[src/rtl/div_arbiter.sv]
// div_arbiter: round-robin arbiter between the integer-divide requester (A)
// and the FPU mantissa-divide requester (B) in front of one iterative divider.
//
// Ports:
//   clk_i, resetn_i              clock, async active-low reset
//   a_req_i .. a_abort_i         requester A (may be signed)
//   b_req_i .. b_abort_i         requester B (always unsigned)
//   a_gnt_o, b_gnt_o             ownership of the divider core
//   a_done_o, b_done_o, err_o    one-cycle completion pulses, err = watchdog
//   res_quot_o, res_rem_o        registered result, valid with a done pulse
//   core_*_o                     command to the iterative divider
//   core_done_i, core_*_i        completion from the iterative divider
//   busy_o                       arbiter is not idle

module div_arbiter #(
    parameter int unsigned TIMEOUT = 48
) (
    input  logic        clk_i,
    input  logic        resetn_i,

    input  logic        a_req_i,
    input  logic [31:0] a_dividend_i,
    input  logic [31:0] a_divisor_i,
    input  logic        a_signed_i,
    input  logic        a_abort_i,

    input  logic        b_req_i,
    input  logic [31:0] b_dividend_i,
    input  logic [31:0] b_divisor_i,
    input  logic        b_abort_i,

    output logic        a_gnt_o,
    output logic        b_gnt_o,
    output logic        a_done_o,
    output logic        b_done_o,
    output logic        err_o,
    output logic [31:0] res_quot_o,
    output logic [31:0] res_rem_o,

    output logic        core_start_o,
    output logic        core_abort_o,
    output logic [31:0] core_dividend_o,
    output logic [31:0] core_divisor_o,
    output logic        core_signed_o,

    input  logic        core_done_i,
    input  logic [31:0] core_quot_i,
    input  logic [31:0] core_rem_i,

    output logic        busy_o
);

    localparam int CW = (TIMEOUT < 2) ? 1 : $clog2(TIMEOUT + 1);
    localparam logic [CW-1:0] CNT_LAST = CW'(TIMEOUT - 1);

    typedef enum logic [1:0] {
        S_IDLE,
        S_START,
        S_WAIT,
        S_RESP
    } state_t;

    state_t        r_state;
    state_t        w_next;

    // Owner encoding: 0 = requester A, 1 = requester B.
    logic          r_owner;
    logic          r_last;

    logic [31:0]   r_dividend;
    logic [31:0]   r_divisor;
    logic          r_signed;
    logic [31:0]   r_quot;
    logic [31:0]   r_rem;
    logic          r_err;
    logic [CW-1:0] r_cnt;

    logic          w_any_req;
    logic          w_pick_b;
    logic          w_grant;
    logic          w_own_abort;
    logic          w_abort;
    logic          w_core_ok;
    logic          w_timeout;

    assign w_any_req = a_req_i | b_req_i;

    // On a tie the requester that was not served last wins.
    assign w_pick_b  = b_req_i & (~a_req_i | ~r_last);
    assign w_grant   = (r_state == S_IDLE) & w_any_req;

    assign w_own_abort = r_owner ? b_abort_i : a_abort_i;

    // Only the current grantee can abort, and only before the result exists.
    assign w_abort = w_own_abort
                   & ((r_state == S_START) | (r_state == S_WAIT));

    // Abort beats a same-cycle completion.
    assign w_core_ok = (r_state == S_WAIT) & core_done_i & ~w_abort;

    // A completion arriving on the last allowed cycle is still honoured.
    assign w_timeout = (r_state == S_WAIT) & (r_cnt == CNT_LAST)
                     & ~core_done_i & ~w_abort;

    always_ff @(posedge clk_i or negedge resetn_i) begin
        if (!resetn_i) begin
            r_state <= S_IDLE;
        end else begin
            r_state <= w_next;
        end
    end

    always_comb begin
        w_next = r_state;
        unique case (r_state)
            S_IDLE: begin
                if (w_any_req) begin
                    w_next = S_START;
                end
            end
            S_START: begin
                if (w_abort) begin
                    w_next = S_IDLE;
                end else begin
                    w_next = S_WAIT;
                end
            end
            S_WAIT: begin
                if (w_abort) begin
                    w_next = S_IDLE;
                end else if (w_core_ok | w_timeout) begin
                    w_next = S_RESP;
                end
            end
            S_RESP: begin
                w_next = S_IDLE;
            end
            default: begin
                w_next = S_IDLE;
            end
        endcase
    end

    // Grant bookkeeping and operand capture happen only on the grant.
    always_ff @(posedge clk_i or negedge resetn_i) begin
        if (!resetn_i) begin
            r_owner    <= 1'b0;
            r_last     <= 1'b1;
            r_dividend <= '0;
            r_divisor  <= '0;
            r_signed   <= 1'b0;
        end else if (w_grant) begin
            r_owner <= w_pick_b;
            r_last  <= w_pick_b;
            if (w_pick_b) begin
                r_dividend <= b_dividend_i;
                r_divisor  <= b_divisor_i;
                r_signed   <= 1'b0;
            end else begin
                r_dividend <= a_dividend_i;
                r_divisor  <= a_divisor_i;
                r_signed   <= a_signed_i;
            end
        end
    end

    // Watchdog counts cycles spent in WAIT since the start pulse.
    always_ff @(posedge clk_i or negedge resetn_i) begin
        if (!resetn_i) begin
            r_cnt <= '0;
        end else if (r_state == S_START) begin
            r_cnt <= '0;
        end else if (r_state == S_WAIT) begin
            r_cnt <= r_cnt + CW'(1);
        end
    end

    // Results change only on a real completion or a watchdog expiry.
    always_ff @(posedge clk_i or negedge resetn_i) begin
        if (!resetn_i) begin
            r_quot <= '0;
            r_rem  <= '0;
            r_err  <= 1'b0;
        end else if (w_core_ok) begin
            r_quot <= core_quot_i;
            r_rem  <= core_rem_i;
            r_err  <= 1'b0;
        end else if (w_timeout) begin
            r_quot <= '1;
            r_rem  <= r_dividend;
            r_err  <= 1'b1;
        end
    end

    assign busy_o          = (r_state != S_IDLE);
    assign a_gnt_o         = busy_o & ~r_owner;
    assign b_gnt_o         = busy_o & r_owner;

    assign a_done_o        = (r_state == S_RESP) & ~r_owner;
    assign b_done_o        = (r_state == S_RESP) & r_owner;
    assign err_o           = (r_state == S_RESP) & r_err;
    assign res_quot_o      = r_quot;
    assign res_rem_o       = r_rem;

    assign core_start_o    = (r_state == S_START);
    assign core_abort_o    = w_abort | w_timeout;
    assign core_dividend_o = r_dividend;
    assign core_divisor_o  = r_divisor;
    assign core_signed_o   = r_signed;

endmodule

[config.mk]
export PLATFORM = sky130hd
export DESIGN_NAME = div_arbiter
export DESIGN_NICKNAME = d
export VERILOG_FILES = /design/src/rtl/div_arbiter.sv
export SDC_FILE = /design/constraint.sdc
export NUM_CORES = 1
export LEC_CHECK = 0
export ABC_AREA = 0
export BUFFER_PORTS_ARGS = -buffer_cell sky130_fd_sc_hd__buf_4
export CAP_MARGIN = 20
export CORE_ASPECT_RATIO = 0.5
export CORE_MARGIN = 2
export CORE_UTILIZATION = 45
export DETAILED_ROUTE_END_ITERATION = 10
export GPL_TIMING_DRIVEN = 1
export PLACE_DENSITY = 0.77
export SLEW_MARGIN = 20
export SYNTH_ARGS = -nofsm -noshare
export SYNTH_HDL_FRONTEND = slang
export SYNTH_SLANG_ARGS = --single-unit
[constraint.sdc]
create_clock -name clk_i -period 4.2 [get_ports clk_i]
set_input_delay 0.84 -clock clk_i [delete_from_list [all_inputs] [get_ports clk_i]]
set_output_delay 0.84 -clock clk_i [all_outputs]
set_load 0.03 [all_outputs]
==> impl_metrics.py, run 1 <==
metrics = {
    "final_layout": {
        "area_growth_pct": 51.7,
        "drive_gt1_share_pct": 52.2,
        "n_antenna_cell": 0,
        "nets": 1056,
        "fillCellCount": 1058,
    },
    "synth": {
        "synthMuxAreaShare_pct": 23.3,
        "synth_top_family_by_area": "multiplexers",
        "yosysWarnings": 0,
        "synth-adder-area-share_pct": 0.974,
        "syn-instance-count": 524,
        "synth_edf_count": 0,
        "synth_simple_gate_area_share_pct": 6.04,
        "syn-num-nets": 729,
        "syn_area_sq_um": 6420,
        "synth_ff_type": "dfrtp_1",
        "ys_ff_latch": 140,
        "synth-compound-area-share_pct": 11.4,
        "synth_top_area_share_pct": 54.2,
        "yosysMostFrequentCell": "dfrtp_1",
        "synthTopCellsByArea": "dfrtp_1, mux2i_1, mux2_2",
        "yosys.area_share.xor_xnor_pct": 0.273,
        "async_reset_ff_share_pct": 100,
        "yosysTopAreaCell": "dfrtp_1",
        "syn_avg_cell_area_sq_um": 12.3,
        "yosysSeqAreaShare_pct": 54.6,
        "ys_types": 39,
        "yosys-top-cells-count": "dfrtp_1, nand2_1, mux2i_1, o21ai_0, mux2_2",
    },
    "timing": {
        "timing.final.hold_violations": 0,
        "worstMarginPinSlew_ns": 0.777,
        "rsz0062_at_grt": "no",
        "period_needed_ns": 2.63,
        "fin_ws_ns": 1.57,
        "max_freq_mhz": 380,
        "finalSetupTns_ns": 0,
        "slew_headroom_pct": 48.2,
        "finalSetupViolations": 0,
        "fin_crit_sh_pct": 62.7,
        "slew_viol_final": 0,
        "fin_skew_ns": 0.00888,
    },
    "clock_network": {
        "clk_latency_ns": 0.41,
        "cts_sinks": 140,
        "cts_buffer_depth": 2,
        "ctsResizeCount": 0,
        "cts_buffers": 17,
        "cts_setup_buffers": 0,
        "cts_tree": "built",
        "htree_levels": 4,
        "cts_hold_buf": 0,
        "clockRootBuffer": "clkbuf_16",
        "path_clk_slew_ns": 0.06,
    },
    "global_routing": {
        "grt-ovfl-total": 0,
        "grt_pass1_vias": 5388,
        "grt_usage_pct": 23.4,
        "grtUsageMet2_pct": 42.6,
        "grtUsageMet3_pct": 4.94,
        "grt_max_degree": 109,
        "grtUsageMet1_pct": 28.0,
        "grt_pass1_wl_mm": 28.0,
        "antenna_found_initial": 0,
        "grt.busiest_layer": "met2",
    },
    "critical_path": {
        "reg2reg_slack_ns": 1.66,
        "required_ns": 3.36,
        "arrival_ns": 1.79,
        "cp-startpoint": "r_state[0]",
        "cp-endpoint": "core_abort_o",
        "end_kind": "primary output",
        "start_kind": "flip-flop",
        "crit_fanout": 11,
        "path_class": "reg2out",
        "regToRegStartpoint": "r_state[0]",
        "worst-r2r-cell-count": 6,
        "reg2reg_to": "res_rem_o[19]",
    },
    "floorplan": {
        "ioPinCount": 337,
        "core.rowCount": 30,
        "core_sq_um": 13700,
        "start_util_pct": 46.7,
        "die_y_um": 88.5,
        "die_w_um": 173,
        "floorplan.die_area_sq_um": 15300,
    },
    "routing": {
        "drtIter0Drc": 233,
        "drtPass1Iterations": 6,
        "drc_errors": 0,
        "num_vias": 5247,
        "wl_per_cell_um": 17.1,
        "postRouteAntennaNets": 0,
        "viasPerCell": 4.97,
        "drt_wl_total_mm": 18.0,
    },
    "power_and_ir_drop": {
        "power.density_nw_per_um2": 822,
        "leakagePower_nw": 4.81,
        "power_mw": 8.01,
        "peakVddDrop_uv": 380,
    },
    "placed_design": {
        "io_buffer_count": 336,
        "dp_hpwl_mm": 13.3,
        "place_ws_ns": 1.41,
        "place_congestion": 0.795,
    },
    "job": {
        "drv_cap": 0,
    },
    "hold_path": {
        "hp-class": "in2async",
    },
    "status": {
        "status": "complete, no violations",
    },
}
-- critical path, cell delays in order, from the launching register on --
cell and delay, ns:
dfrtp_1 0.40, inv_1 0.08, ha_1 0.56, nand2b_4 0.11, nand2_1 0.08, buf_4 0.16
-- where the power goes --
part	internal, mW	switching, mW
Clock	0.965	0.612
Combinational	1.62	2.36
Sequential	2.01	0.437
Total	4.60	3.41
-- flip-flops by register name, indices dropped and copies added (netlist names) --
signal	cells
core_divisor_o	32
r_cnt	6
res_rem_o	32
core_dividend_o	32
res_quot_o	32
r_owner	1
r_state	2
r_err	1
core_signed_o	1
r_last	1
-- metrics by stage --
| stage | cell area [sq um] | util [%] | hold slack (ns) | instances |
|---|---|---|---|---|
| after CTS | 9710 | 70.7 | 0.486 | 1055 |
| after global placement | 9090 | 66.2 | 0.463 | 1023 |
| final | 9740 | 70.9 | 0.289 | 1056 |
| after global routing | 9740 | 70.9 | 0.284 | 1056 |
| after detailed placement | 9090 | 66.2 | 0.472 | 1023 |
| after floorplan | 6420 | - | 0.504 | 524 |
-- cell families (layout without fill, tap and decap cells) --
logic type	Yosys count	after routing
muxes	131	131
AOI/OAI and AO/OA	115	115
and+or+nand+nor	88	88
adders and majority gates	5	5
xor gates and xnor gates	2	2
buffers and inverters	43	383
DFF	140	140
-- metal layers --
| layer | wire length, um | part of all wire (%) |
|---|---|---|
| met3 | 822 | 4.6 |
| met4 | 431 | 2.4 |
| met1 | 7390 | 41 |
| met5 | 0 | 0 |
| met2 | 9400 | 52 |
-- worst min path at each step --
stage | cells past startpoint | startpoint | slack (ns) | end
3_3_place_gp | 2 | core_divisor_o[29] | 0.46 | core_divisor_o[29]
4_1_cts | 2 | core_divisor_o[6] | 0.49 | core_divisor_o[6]
2_1_floorplan | 2 | r_last | 0.50 | r_last
6_report | 1 | resetn_i | 0.29 | core_divisor_o[14]
3_5_place_dp | 2 | core_divisor_o[28] | 0.47 | core_divisor_o[28]
5_1_grt | 1 | resetn_i | 0.28 | core_divisor_o[15]
-- layout by cell type, fill, tap and decap left out, types with 5 or more instances in the layout --
cell type	synthesis	final
o22a_1	33	33
inv_1	6	6
mux2_4	28	28
o21ai_0	65	65
dfrtp_1	139	139
ha_1	5	5
nand2_1	67	67
mux2_2	38	38
mux2i_1	65	65
buf_4	4	342
clkbuf_16	0	17
a21oi_1	5	5
-- area by class of cell --
class	instances	area, sq um	area share, %
timing repair buffer	345	2630	27.0
clock inverter	14	185	1.90
tap	192	240	2.47
inverter	6	22.5	0.231
clock buffer	18	439	4.51
sequential	140	3500	36.0
multi-input combinational	341	2720	28.0
(Power assumes the default switching activity.)
==> run 2: changes to the inputs <==
--- a/config.mk
+++ b/config.mk
@@ -5,15 +5,15 @@
 export SDC_FILE = /design/constraint.sdc
 export NUM_CORES = 1
 export LEC_CHECK = 0
-export ABC_AREA = 0
+export ABC_AREA = 1
 export BUFFER_PORTS_ARGS = -buffer_cell sky130_fd_sc_hd__buf_4
 export CAP_MARGIN = 20
 export CORE_ASPECT_RATIO = 0.5
 export CORE_MARGIN = 2
-export CORE_UTILIZATION = 45
+export CORE_UTILIZATION = 41
 export DETAILED_ROUTE_END_ITERATION = 10
 export GPL_TIMING_DRIVEN = 1
-export PLACE_DENSITY = 0.77
+export PLACE_DENSITY = 0.73
 export SLEW_MARGIN = 20
 export SYNTH_ARGS = -nofsm -noshare
 export SYNTH_HDL_FRONTEND = slang
==> constraint.sdc (replaced) <==
create_clock -name clk_i -period 2.38 [get_ports clk_i]
set_input_delay 0.476 -clock clk_i [delete_from_list [all_inputs] [get_ports clk_i]]
set_output_delay 0.476 -clock clk_i [all_outputs]
set_load 0.03 [all_outputs]
==> run 2 against run 1 <==
Global-route usage is 0.57 points higher. Highest routed layer unchanged. Utilization is 7.5 points lower. Die area is 12% higher. Clock power is 79% higher. Clock skew is 0.0024 ns higher. Combinational power is 84% higher. Worst hold slack worse by 0.24 ns. Synthesized area is 2.4% higher.
==> impl_metrics.py, run 2 <==
metrics = {
    "final_layout": {
        "final_cell_mix": "buf_4, nor2_1, nand2_1",
        "drive_gt1_share_pct": 38.0,
        "layout_commonest_cell": "buf_4",
        "n_antenna_cell": 0,
        "fillCellCount": 1301,
        "multi_input_area_sq_um": 2550,
        "fin_cells": 1289,
        "register_area_sq_um": 3500,
        "nets": 1278,
        "area_growth_pct": 49.9,
    },
    "critical_path": {
        "path_buf_inv": 2,
        "slowest_stage": "ha_1",
        "start_kind": "flip-flop",
        "path_class": "reg2out",
        "end_kind": "primary output",
        "reg2reg_slack_ns": 0.32,
        "required_ns": 1.90,
        "max_stage_delay_ns": 0.46,
        "worstPathCellList": "inv_1 > ha_1 > nand2_4 > o21ai_0 > buf_4",
        "cpLargestDelayFamily": "adder cells",
        "crit_fanout": 9,
        "arrival_ns": 1.78,
    },
    "floorplan": {
        "start_util_pct": 42.3,
        "ioPinCount": 337,
        "floorplan.die_area_sq_um": 17100,
        "die_y_um": 93.5,
        "die_w_um": 183,
        "core.rowCount": 32,
        "core_sq_um": 15500,
    },
    "timing": {
        "worstMarginPinSlew_ns": 0.569,
        "slew_headroom_pct": 62.0,
        "fin_skew_ns": 0.0113,
        "finalSetupTns_ns": 0,
        "timing.final.hold_violations": 0,
        "rsz0062_at_grt": "no",
        "period_needed_ns": 2.25,
        "finalSetupViolations": 0,
        "max_freq_mhz": 444,
        "fin_crit_sh_pct": 94.7,
        "slew_viol_final": 0,
    },
    "synth": {
        "async_reset_ff_share_pct": 100,
        "synth_top_family_by_area": "simple AND/OR/NAND/NOR gates",
        "syn_area_sq_um": 6570,
        "syn-instance-count": 759,
        "synthMuxAreaShare_pct": 0,
        "yosysSeqAreaShare_pct": 53.3,
        "syn-num-nets": 964,
        "synthTopCellsByArea": "dfrtp_1, nor2_1, nand2_1",
        "yosysTopAreaCell": "dfrtp_1",
        "syn_avg_cell_area_sq_um": 8.66,
        "synth-compound-area-share_pct": 15.3,
        "yosysMostFrequentCell": "nor2_1",
        "synth_top_area_share_pct": 52.9,
        "synth_simple_gate_area_share_pct": 22.3,
        "yosys.area_share.xor_xnor_pct": 0.133,
        "ys_ff_latch": 140,
        "synth-adder-area-share_pct": 0.952,
        "yosysWarnings": 0,
        "ys_types": 24,
        "synth_edf_count": 0,
        "synth_ff_type": "dfrtp_1",
        "yosys-top-cells-count": "nor2_1, nand2_1, dfrtp_1",
    },
    "routing": {
        "drc_errors": 0,
        "drtPass1Iterations": 5,
        "wl_per_cell_um": 16.1,
        "postRouteAntennaNets": 0,
        "viasPerCell": 4.96,
        "num_vias": 6388,
        "drt_wl_total_mm": 20.7,
        "drtIter0Drc": 381,
    },
    "clock_network": {
        "clk_latency_ns": 0.41,
        "cts_tree": "built",
        "cts_buffers": 17,
        "path_clk_slew_ns": 0.06,
        "clockRootBuffer": "clkbuf_16",
        "cts_sinks": 140,
        "cts_hold_buf": 0,
        "cts_setup_buffers": 0,
        "htree_levels": 4,
        "cts_buffer_depth": 2,
        "ctsResizeCount": 0,
    },
    "placed_design": {
        "dp_hpwl_mm": 15.2,
        "io_buffer_count": 336,
        "dp_cells": 1258,
        "place_congestion": 0.870,
    },
    "power_and_ir_drop": {
        "power.density_nw_per_um2": 1460,
        "switching_share_pct": 44.8,
        "power.internal_mw": 7.91,
        "power.clock.fraction_pct": 19.7,
        "p_seq_share_pct": 29.1,
        "peakVddDrop_uv": 627,
        "combPwrFrac_pct": 51.1,
        "p_switching_mw": 6.43,
        "leakagePower_nw": 5.18,
    },
    "global_routing": {
        "grt_max_degree": 67,
        "grt-ovfl-total": 0,
        "antenna_found_initial": 0,
        "grt_pass1_wl_mm": 32.1,
        "grt_usage_pct": 23.9,
        "grt_pass1_vias": 6265,
    },
    "job": {
        "drv_cap": 0,
    },
    "status": {
        "status": "complete, no violations",
    },
    "hold_path": {
        "hp-class": "in2async",
    },
}
-- run 2: changes by cell type in the layout (fill, tap and decap cells not counted), moves of 26 or more --
cell,change
a31oi_1,+29
inv_1,+44
mux2_2,-38
mux2_4,-28
mux2i_1,-65
nand2_1,+83
nand3_1,+40
nor2_1,+165
o21ai_0,-26
o22a_1,-33
o22ai_1,+30
-- run 2: path summary, 6_finish.rpt --
check,startpoint,depth (start not counted),end
worst max-delay path,r_state[0],5,core_abort_o
worst min-delay path,resetn_i,1,core_divisor_o[8]
worst max register to register,r_state[0],8,res_rem_o[22]
worst min register to register,res_quot_o[17],2,res_quot_o[17]
max in group asynchronous,resetn_i,2,r_last
min in group clk_i,core_quot_i[1],3,res_quot_o[1]
-- run 2: per-layer routing --
metal / GRT usage [%] / up-vias / share of wire, %
li1: - / 3118 / -
met1: 29.1 / 3005 / 42
met2: 42.4 / 223 / 50
met3: 5.18 / 42 / 5.5
met4: 8.53 / 0 / 2.4
met5: 0 / - / 0
-- run 2: kinds of logic after synthesis --
logic type / after synthesis
buffers and inverters: 104
and+or+nand+nor: 367
adders and majority gates: 5
AOI/OAI and AO/OA: 142
xor gates and xnor gates: 1
DFF: 140
-- run 2: metrics by stage --
step | total power, mW | hold slack, ns | util, % | area (sq um) | worst slack [ns]
CTS | 14.4 | 0.0530 | 63.4 | 9850 | 0.116
global placement | 11.4 | 0.485 | 59.4 | 9230 | 0.460
finish | 14.3 | 0.0444 | 63.4 | 9850 | 0.126
global route | 15.1 | 0.0788 | 63.4 | 9850 | 0.0312
floorplan | 8.67 | 0.180 | - | 6570 | 0.442
detailed placement | 11.6 | 0.493 | 59.4 | 9230 | 0.369
-- run 2: power groups by stage --
| stage | Sequential [mW] | Combinational, mW | Clock [mW] |
|---|---|---|---|
| after floorplan | 6.26 | 2.42 | 0 |
| after global placement | 4.16 | 7.25 | 0 |
| after detailed placement | 4.21 | 7.35 | 0 |
| after CTS | 4.18 | 7.37 | 2.87 |
| after global routing | 4.34 | 7.82 | 2.97 |
| final | 4.18 | 7.33 | 2.83 |
-- run 2: layout make-up --
| type | count | share of cell area (%) |
|---|---|---|
| Multi-Input combinational cell | 515 | 25.9 |
| Clock inverter | 13 | 1.96 |
| Tap cell | 204 | 2.59 |
| Sequential cell | 140 | 35.6 |
| Inverter | 52 | 1.98 |
| Timing Repair Buffer | 347 | 27.6 |
| Clock buffer | 18 | 4.36 |
==> run 3: changes to the inputs <==
==> constraint.sdc (replaced) <==
create_clock -name clk_i -period 1.94 [get_ports clk_i]
set_input_delay 0.388 -clock clk_i [delete_from_list [all_inputs] [get_ports clk_i]]
set_output_delay 0.388 -clock clk_i [all_outputs]
set_load 0.03 [all_outputs]
==> run 3 against run 2 <==
Worst hold slack better by 0.15 ns. Clock skew is 0.0015 ns lower. Count of clock-buffer cells in the layout is 1 lower. Die area stayed put. First-iteration DRC count is 2.4% higher. Critical endpoint unchanged. Highest routed layer unchanged.
==> impl_metrics.py, run 3 (synthesized netlist as in run 2, its figures left out) <==
metrics = {
    "final_layout": {
        "final_cell_mix": "buf_4, nor2_1, nand2_1",
        "fin_area_sq_um": 9920,
        "nets": 1293,
        "area_growth_pct": 51.0,
        "layout_commonest_cell": "buf_4",
        "fin_util_pct": 63.9,
        "fillCellCount": 1332,
        "n_antenna_cell": 0,
        "drive_gt1_share_pct": 39.5,
    },
    "timing": {
        "fin_ws_ns": 0.0438,
        "slew_viol_final": 0,
        "period_needed_ns": 1.90,
        "slew_headroom_pct": 74.0,
        "max_freq_mhz": 527,
        "finalSetupTns_ns": 0,
        "timing.final.hold_violations": 0,
        "finalSetupViolations": 0,
        "hold_slack_ns": 0.199,
        "worstMarginPinSlew_ns": 0.389,
        "fin_skew_ns": 0.00983,
        "fin_crit_sh_pct": 97.7,
    },
    "global_routing": {
        "grt_max_degree": 61,
        "antenna_found_initial": 0,
        "grt_pass1_vias": 6412,
        "grt_pass1_wl_mm": 32.3,
        "grt-ovfl-total": 0,
        "grt_usage_pct": 24.1,
    },
    "floorplan": {
        "core.rowCount": 32,
        "floorplan.die_area_sq_um": 17100,
        "die_w_um": 183,
        "ioPinCount": 337,
        "start_util_pct": 42.3,
        "die_y_um": 93.5,
        "core_sq_um": 15500,
    },
    "critical_path": {
        "reg2reg_to": "res_quot_o[5]",
        "start_kind": "flip-flop",
        "end_kind": "primary output",
        "reg2reg_slack_ns": 0.15,
        "required_ns": 1.55,
        "regToRegStartpoint": "r_state[1]",
        "arrival_ns": 1.51,
        "path_class": "reg2out",
        "crit_fanout": 2,
        "worst-r2r-cell-count": 10,
    },
    "clock_network": {
        "htree_levels": 4,
        "clk_latency_ns": 0.42,
        "clockRootBuffer": "clkbuf_16",
        "cts_buffer_depth": 2,
        "cts_buffers": 17,
        "path_clk_slew_ns": 0.07,
        "cts_tree": "built",
        "cts_sinks": 140,
    },
    "routing": {
        "drtIter0Drc": 390,
        "num_vias": 6506,
        "wl_per_cell_um": 16.0,
        "postRouteAntennaNets": 0,
        "viasPerCell": 4.99,
        "drt_wl_total_mm": 20.9,
        "drtPass1Iterations": 5,
        "drc_errors": 0,
    },
    "power_and_ir_drop": {
        "peakVddDrop_uv": 725,
        "power.clock.fraction_pct": 17.7,
        "combPwrFrac_pct": 52.7,
        "power.internal_mw": 9.35,
        "p_seq_share_pct": 29.6,
        "leakagePower_nw": 5.21,
        "power.density_nw_per_um2": 1750,
        "p_switching_mw": 8.04,
        "switching_share_pct": 46.2,
    },
    "job": {
        "drv_cap": 0,
    },
    "placed_design": {
        "io_buffer_count": 336,
        "dp_hpwl_mm": 15.5,
        "place_congestion": 0.867,
        "placed_area_sq_um": 9290,
        "place_ws_ns": 0.176,
    },
    "status": {
        "status": "complete, no violations",
    },
    "hold_path": {
        "hp-class": "in2reg",
        "hold_end": "res_quot_o[30]",
        "min_from": "core_quot_i[30]",
        "hold_depth": 3,
    },
}
## run 3: cell count changes in the layout (fill, tap and decap cells not counted), moves of 2 or more
cell	previous run	this run
inv_6	1	6
bufinv_16	4	0
buf_4	337	351
nand2_1	150	148
ha_1	5	3
inv_2	2	4
clkinvlp_4	1	3
inv_1	50	48
nand2_2	1	3
ha_4	0	2
## run 3: timing repair
action | 4_1_cts | 5_1_grt
buffers inserted | 3 | 1
gates resized for setup | 5 | 5
pin swaps | 0 | 2
setup endpoints to repair | 2 | 1
hold buffers | 1 | 0
hold endpoints to repair | 29 | 0
## run 3: metal layers
metal	GRT usage, %	routed length, um	vias up	share of wire [%]
met5	0	0	-	0
met4	10.0	603	0	2.9
met3	4.52	1140	57	5.5
met2	40.4	10300	261	49
met1	31.0	8870	3034	42
li1	-	-	3154	-
## run 3: metrics by stage
step	power [mW]	std cells
final	17.4	1305
after global routing	18.4	1305
after CTS	17.5	1304
after detailed placement	14.3	1268
after global placement	14.1	1268
after floorplan	10.6	759
## run 3: power by group through the flow
| stage | logic, mW | clock network [mW] | registers, mW |
|---|---|---|---|
| 2_1_floorplan | 2.96 | 0 | 7.68 |
| 3_3_place_gp | 8.94 | 0 | 5.13 |
| 3_5_place_dp | 9.08 | 0 | 5.18 |
| 4_1_cts | 9.18 | 3.13 | 5.15 |
| 5_1_grt | 9.80 | 3.28 | 5.31 |
| 6_report | 9.17 | 3.08 | 5.15 |
## run 3: worst max path at each step
stage	from	cells past startpoint	slack (ns)	to
finish	r_state[0]	7	0.04	core_abort_o
global route	r_state[0]	7	-0.02	core_abort_o
CTS	r_state[0]	7	0.03	core_abort_o
detailed placement	r_state[0]	8	0.18	res_rem_o[14]
global placement	r_state[0]	8	0.25	res_rem_o[15]
floorplan	r_state[0]	6	0.09	core_abort_o
## run 3: final cells by class
cell class                      count  area [sq um]  share of cell area (%)
Clock buffer                       17           425                    4.29
Clock inverter                     15           129                    1.30
Inverter                           52           195                    1.97
Multi-Input combinational cell    515          2590                    26.1
Sequential cell                   140          3500                    35.3
Tap cell                          204           255                    2.57
Timing Repair Buffer              362          2830                    28.5
## run 3: critical path: stages, from the launching register on
cell and delay (ns):
dfrtp_1 0.39, inv_2 0.11, ha_4 0.15, nand2_2 0.05, inv_2 0.05, nand2_2 0.05, o21ai_2 0.15, buf_6 0.15
